### src/rtl/id_ex_pipe_reg.sv
// ID/EX pipeline register: captures decoded control and operands, inserts bubbles on
// load-use hazards and flushes, and counts load-use bubbles with a saturating counter.
module id_ex_pipe_reg #(
    parameter int unsigned DATA_W = 32,
    parameter int unsigned RA_W   = 5,
    parameter int unsigned CNT_W  = 16
) (
    input  logic              clk,
    input  logic              res,
    input  logic              stall,
    input  logic              flush,
    input  logic              id_valid,
    input  logic [10:0]       id_ctrl,
    input  logic [DATA_W-1:0] id_pc4,
    input  logic [DATA_W-1:0] id_rs_data,
    input  logic [DATA_W-1:0] id_rt_data,
    input  logic [DATA_W-1:0] id_imm,
    input  logic [RA_W-1:0]   id_rs,
    input  logic [RA_W-1:0]   id_rt,
    input  logic [RA_W-1:0]   id_rd,
    input  logic [5:0]        id_funct,
    output logic              ex_valid,
    output logic [10:0]       ex_ctrl,
    output logic [DATA_W-1:0] ex_pc4,
    output logic [DATA_W-1:0] ex_rs_data,
    output logic [DATA_W-1:0] ex_rt_data,
    output logic [DATA_W-1:0] ex_imm,
    output logic [RA_W-1:0]   ex_rs,
    output logic [RA_W-1:0]   ex_rt,
    output logic [RA_W-1:0]   ex_rd,
    output logic [5:0]        ex_funct,
    output logic              load_use_stall,
    output logic [CNT_W-1:0]  bubble_cnt
);

    localparam int unsigned CTRL_W      = 11;
    localparam int unsigned FUNCT_W     = 6;
    localparam int unsigned MEMREAD_BIT = 4;
    localparam int unsigned JUMP_BIT    = 0;

    logic              valid_q,   valid_d;
    logic [CTRL_W-1:0] ctrl_q,    ctrl_d;
    logic [DATA_W-1:0] pc4_q,     pc4_d;
    logic [DATA_W-1:0] rs_data_q, rs_data_d;
    logic [DATA_W-1:0] rt_data_q, rt_data_d;
    logic [DATA_W-1:0] imm_q,     imm_d;
    logic [RA_W-1:0]   rs_q,      rs_d;
    logic [RA_W-1:0]   rt_q,      rt_d;
    logic [RA_W-1:0]   rd_q,      rd_d;
    logic [FUNCT_W-1:0] funct_q,  funct_d;
    logic [CNT_W-1:0]  cnt_q,     cnt_d;

    logic              hazard;
    logic [CTRL_W-1:0] ctrl_san;

    // Load in EX whose destination is a source of the instruction waiting in ID
    assign hazard = id_valid & valid_q & ctrl_q[MEMREAD_BIT] & (rt_q != RA_W'(0))
                    & ((rt_q == id_rs) | (rt_q == id_rt));

    // Jumps only need the Jump bit; dropping the rest keeps decoder don't-cares out of EX
    assign ctrl_san = id_ctrl[JUMP_BIT] ? CTRL_W'(1) : id_ctrl;

    always_comb begin
        valid_d   = valid_q;
        ctrl_d    = ctrl_q;
        pc4_d     = pc4_q;
        rs_data_d = rs_data_q;
        rt_data_d = rt_data_q;
        imm_d     = imm_q;
        rs_d      = rs_q;
        rt_d      = rt_q;
        rd_d      = rd_q;
        funct_d   = funct_q;
        cnt_d     = cnt_q;

        if (flush) begin
            valid_d = 1'b0;
            ctrl_d  = CTRL_W'(0);
        end else if (stall) begin
            valid_d = valid_q;
        end else if (hazard) begin
            valid_d = 1'b0;
            ctrl_d  = CTRL_W'(0);
            if (cnt_q != {CNT_W{1'b1}}) begin
                cnt_d = cnt_q + CNT_W'(1);
            end
        end else begin
            valid_d   = id_valid;
            ctrl_d    = id_valid ? ctrl_san : CTRL_W'(0);
            pc4_d     = id_pc4;
            rs_data_d = id_rs_data;
            rt_data_d = id_rt_data;
            imm_d     = id_imm;
            rs_d      = id_rs;
            rt_d      = id_rt;
            rd_d      = id_rd;
            funct_d   = id_funct;
        end
    end

    always_ff @(posedge clk or negedge res) begin
        if (!res) begin
            valid_q   <= 1'b0;
            ctrl_q    <= CTRL_W'(0);
            pc4_q     <= DATA_W'(0);
            rs_data_q <= DATA_W'(0);
            rt_data_q <= DATA_W'(0);
            imm_q     <= DATA_W'(0);
            rs_q      <= RA_W'(0);
            rt_q      <= RA_W'(0);
            rd_q      <= RA_W'(0);
            funct_q   <= FUNCT_W'(0);
            cnt_q     <= CNT_W'(0);
        end else begin
            valid_q   <= valid_d;
            ctrl_q    <= ctrl_d;
            pc4_q     <= pc4_d;
            rs_data_q <= rs_data_d;
            rt_data_q <= rt_data_d;
            imm_q     <= imm_d;
            rs_q      <= rs_d;
            rt_q      <= rt_d;
            rd_q      <= rd_d;
            funct_q   <= funct_d;
            cnt_q     <= cnt_d;
        end
    end

    assign ex_valid       = valid_q;
    assign ex_ctrl        = ctrl_q;
    assign ex_pc4         = pc4_q;
    assign ex_rs_data     = rs_data_q;
    assign ex_rt_data     = rt_data_q;
    assign ex_imm         = imm_q;
    assign ex_rs          = rs_q;
    assign ex_rt          = rt_q;
    assign ex_rd          = rd_q;
    assign ex_funct       = funct_q;
    assign load_use_stall = hazard;
    assign bubble_cnt     = cnt_q;

endmodule
### config.mk
export PLATFORM = sky130hd
export DESIGN_NAME = id_ex_pipe_reg
export DESIGN_NICKNAME = d
export VERILOG_FILES = /design/src/rtl/id_ex_pipe_reg.sv
export SDC_FILE = /design/constraint.sdc
export NUM_CORES = 1
export LEC_CHECK = 0
export ABC_AREA = 1
export BUFFER_PORTS_ARGS = -buffer_cell sky130_fd_sc_hd__buf_2
export CAP_MARGIN = 5
export CORE_MARGIN = 4
export CORE_UTILIZATION = 43
export CTS_CLUSTER_SIZE = 10
export DETAILED_ROUTE_END_ITERATION = 6
export PLACE_DENSITY = 0.77
export SYNTH_ARGS = -nofsm -noshare
export SYNTH_HDL_FRONTEND = slang
export SYNTH_SLANG_ARGS = --single-unit
### constraint.sdc
create_clock -name clk -period 1.69 [get_ports clk]
set_input_delay 0.169 -clock clk [delete_from_list [all_inputs] [get_ports clk]]
set_output_delay 0.169 -clock clk [all_outputs]
set_load 0.005 [all_outputs]
# Word level (Yosys, flattened, before mapping)
# Index checks and enable logic that the tools add are counted.
# W data, S select, Z words.
dict set report word_totals {
  register_bits 177
  ramBits 0
  memories 0
  latchBits 0
  rom_bits 0
}
dict set report op_classes {
  div 0
  n_mux 8
  multipliers 0
  magnitude_cmp 0
  n_eq_ne 4
  bitwise_logic 8
  n_addsub 1
  shifts 0
  reduce_logical 3
}
# operator count
set op_table {}
lappend op_table {{$mux W11} 5}
lappend op_table {{$add A16 B1 Y16 const B} 1}
lappend op_table {{$ne A16 B16 Y1 const B} 1}
lappend op_table {{$eq A5 B5 Y1} 2}
lappend op_table {{$reduce_bool A5 Y1} 1}
lappend op_table {{$and A1 B1 Y1} 4}
lappend op_table {{$reduce_and A4 Y1} 1}
lappend op_table {{$mux W1} 3}
lappend op_table {{$not A1 Y1} 3}
lappend op_table {{$reduce_and A3 Y1} 1}
lappend op_table {{$ne A2 B1 Y1 const B} 1}
lappend op_table {{$or A1 B1 Y1} 1}

# Logic depth before layout (Yosys ltp)
dict set report depth {
  depth_word 7
  ltp_mapped 12
  ltp_nobuf 10
}

# Worst setup path after synthesis
# Ideal clock, no wire load.
dict set report synth_path {
  path_type {register -> register}
  from {reg cnt_q[0] (netlist: bubble_cnt[0])}
  to {reg cnt_q[6] (netlist: bubble_cnt[6])}
  stages_incl_launch_ff 10
  required_ns 1.573
  synth_period_minus_slack_ns 1.659
  setup_slack_ns 0.031
  t_arrival_ns 1.543
  n_path_buf 1
  path_cell_list {dfrtp_1 -> ha_1 -> nand3_2 -> nor3_2 -> nand4_1 -> nand3_1 -> nor2_2 -> buf_4 -> nand2_1 -> nand2_1}
}
dict set report synth_between {
  elab_chain_len 2
  elab_cells_between_ends 3
  classes_between {1 x add/sub; 1 x eq/ne; 1 x reduce/logical}
}
# element line
set synth_rtl {}
lappend synth_rtl {{from (decl)} 51} ;# logic [CNT_W-1:0] cnt_q, cnt_d;
lappend synth_rtl {{from (signal assigned)} 125} ;# cnt_q <= cnt_d;
lappend synth_rtl {{parallel branches: the longest is 2 deep, another holds $add A16 B1 Y16} n/a}
# Several ways; the timed one is not identified.
# A chain may end at the register's enable or synchronous reset.

# Worst setup path in the final report
dict set report layout_path {
  from {reg rt_q[1] (netlist: ex_rt[1])}
  to {reg imm_q[29] (netlist: ex_imm[29])}
}
dict set report layout_between {
  elab_chain_len 5
  elab_cells_between_ends 8
  classes_between {2 x eq/ne; 4 x bitwise; 2 x reduce/logical}
}
# element line
set layout_rtl {}
lappend layout_rtl {{from (decl)} 48} ;# logic [RA_W-1:0] rt_q, rt_d;
lappend layout_rtl {{from (signal assigned)} 122} ;# rt_q <= rt_d;
lappend layout_rtl {{$eq A5 B5 Y1 / $reduce_bool A5 Y1 (equally long branches)} {58, 57}}
lappend layout_rtl {{$or A1 B1 Y1 / $and A1 B1 Y1 (equally long branches)} {58, 57}}
lappend layout_rtl {{$and A1 B1 Y1 (*)} 58} ;# & ((rt_q == id_rs) | (rt_q == id_rt));
lappend layout_rtl {{$not A1 Y1 (no source line) (*)} n/a}
lappend layout_rtl {{$reduce_and A3 Y1 (no source line) (*)} n/a}
lappend layout_rtl {{to (signal assigned)} 120} ;# imm_q <= imm_d;
lappend layout_rtl {{to (decl)} 46} ;# logic [DATA_W-1:0] imm_q, imm_d;
# Every way passes the cells marked *; elsewhere a longest branch is shown, timed or not.

==> summary.txt <==
crit end category: register
drt first pass iters: 5
worst path arrival time: 2.18 ns
largest net degree at the start of global routing: 72
Die Wd: 141 um
flops & latches, synth: 177
Crit path buffers/inverters: 4
startpoint types: register
Clock Latency Late Sink: 0.41 ns
IO buf count: 342
Worst Tran Pin Value: 0.508 ns
RR Endpoint: ex_imm[29]
Clock Tree Buf Depth: 2
Yosys Warn Count: 0
commonest non-fill, non-tap cells in the layout: nand2_1 (396), buf_2 (341), dfrtp_1 (175)
dominant cell type by area after synthesis: dfrtp_1
DR WL/cell: 16.3 um
Clock Skew: 0.00961 ns
Post-Syn Nets: 1066
Peak Freq: 529 MHz
critical path depth: 10
final worst slack: -0.202 ns
pwr dens: 923 nW/um^2
R2R depth: 10
Hold Path Stages: 3
CTS Sinks: 177
Ports: 343
# DRC: 0
Vias/cell: 4.99
max cap viols: 0
WS Path Type: register to register
highest net fanout along the worst path: 11
std cell rows: 48
total power: 0.0110 W
Leak: 6.76 nW
vias in the first global route: 8279
Setup violations, final: 162
post-synth cell types: 22
share of post-route cells with drive strength above 1: 0.318
H-tree depth: 4
RD Place Congestion: 0.822
Vias: 8117
Mapped Cells: 900
Hold/Removal Path Class: input port to register
CP required: 1.98 ns
critical path's slowest cell: dfrtp_1
initial drt markers: 452
Rel. slew slack: 0.661
Layout area overhead: 56.0%
initial antenna violation count: 3
R2R setup slack: -0.20 ns
Routed WL: 26.5 mm
Tcrit/Tclk final: 1.12
total grt overflow: 0
Critical Path Max Stage Delay: 0.43 ns
fin util: 0.688
CTS tree: yes
first-pass GRT wire length: 41.1 mm
Final Hold Viols: 0
DIE HEIGHT: 141 um
Core ar.: 17400 um^2
status: finished, violations left
largest cells by area after synthesis: dfrtp_1 (58%), nand2_1 (20%), nand3_1 (9.9%)
clock root cell: clkbuf_16
Worst Hold Launch: id_rt_data[1]
nets: 1552
CTS clock-pin slew for the worst setup and hold paths: 0.06 ns
TritonCTS Buffers: 17
min Tclk post-route: 1.89 ns
Initial Util: 0.441
hpwl dp: 16.5 mm
sequential fraction of the synthesis area: 0.579
full die area: 20000 um^2
failing checks: setup timing
All-Layer GR Usage: 0.257
cell area after synthesis: 7650 um^2
Final Max Slew Viols: 0
Routed Antenna Nets: 0
top cell type's share of synthesized area: 0.579
critical-path cell list: inv_2 -> nand4_1 -> o21bai_1 -> inv_2 -> nand2_4 -> buf_8 -> nand2_8 -> bufbuf_16 -> nand2_1 -> nand2_1
Worst Hold Path EP: ex_rt_data[1]
RSZ-0062 raised after global routing: true
Worst path top cell family by delay: buffers and inverters
Mean Syn Cell Area: 8.50 um^2
Reg-to-Reg Start: ex_rt[1]
most common cell after layout, fill and taps aside: nand2_1
VDD IR max: 0.694 mV
-- timing repair --
action,4_1_cts,5_1_grt
hold endpoints to repair,166,0
buffers inserted,7,8
pin swaps,5,7
resized for setup,15,17
gates cloned,4,0
hold buffers,126,0
endpoints found under the setup margin,148,178
-- cells in the mapped netlist --
cell type,instances
nand2_1,400
nor2_2,1
buf_6,15
ha_1,1
o21bai_1,1
buf_1,15
inv_1,36
xor2_1,10
buf_4,2
nor3_1,6
nand4_1,16
xnor2_1,6
nor2_1,26
o21ai_0,7
nand3_1,151
nor3_2,1
dfrtp_1,177
clkbuf_1,3
nand4_2,1
inv_2,3
buf_2,21
nand3_2,1
-- routing by layer --
metal | GRT usage | vias to the layer above | routed length (um) | part of all wire
met5 | 0 | - | 0 | 0
met4 | 0.148 | 0 | 1450 | 0.055
met3 | 0.0647 | 100 | 2190 | 0.083
met2 | 0.436 | 422 | 13100 | 0.49
met1 | 0.296 | 3769 | 9770 | 0.37
li1 | - | 3826 | - | -
-- flip-flops by register name, indices dropped and copies added (netlist names) --
| signal | cells |
|---|---|
| ex_rt_data | 32 |
| ex_rd | 5 |
| ex_rs_data | 32 |
| ex_imm | 32 |
| ex_rt | 5 |
| ex_pc4 | 32 |
| bubble_cnt | 16 |
| ex_ctrl | 11 |
| ex_valid | 1 |
| ex_funct | 6 |
| ex_rs | 5 |
-- through the flow --
stage | hold slack (ns) | std cells | setup slack [ns] | TNS, ns | cell area, um^2
2_1_floorplan | -0.127 | 900 | 0.0309 | 0 | 7650
3_3_place_gp | 0.152 | 1448 | -0.0265 | -0.361 | 9710
3_5_place_dp | 0.157 | 1448 | -0.157 | -6.00 | 9710
4_1_cts | 0.000425 | 1616 | -0.162 | -8.79 | 11800
5_1_grt | 0.0116 | 1626 | -0.291 | -32.08 | 11900
6_report | 0.0164 | 1627 | -0.202 | -12.73 | 11900
-- area by class of cell --
cell class                 count  area (um^2)
tap                          225          282
timing repair buffer         523         3680
multi-input combinational    628         2770
clock inverter                12          174
antenna                        4         10.0
clock buffer                  19          443
fill                        1282         5420
sequential                   177         4430
inverter                      39          146
-- tightest hold or removal path, delay by kind of cell --
kind | cells | cell delay [ns]
AND/OR/NAND/NOR | 2 | 0.14
buffers and inverters | 1 | 0.09
-- power breakdown --
part	switching, W	leakage [nW]	internal, W	total [W]
registers	0.000264	2.23	0.00469	0.00495
clock network	0.00171	0.296	0.00241	0.00412
logic	0.000971	4.23	0.000974	0.00194
total	0.00295	6.76	0.00807	0.0110
-- how the worst max path moves through the flow --
stage | from | end | slack [ns]
finish | ex_rt[1] | ex_imm[29] | -0.20
CTS | ex_rt[1] | load_use_stall | -0.16
detailed placement | ex_rt[0] | bubble_cnt[12] | -0.16
global route | ex_rt[4] | load_use_stall | -0.29
floorplan | bubble_cnt[0] | bubble_cnt[6] | 0.03
global placement | ex_rt[0] | bubble_cnt[15] | -0.03
-- kinds of logic after synthesis --
family	share of synthesized area
compound gates	0.00556
simple gates	0.330
buf+inv	0.0657
flops	0.579
xor+xnor	0.0183
fa+ha+maj	0.00164
Note: power is estimated with default switching activity, not from simulation.
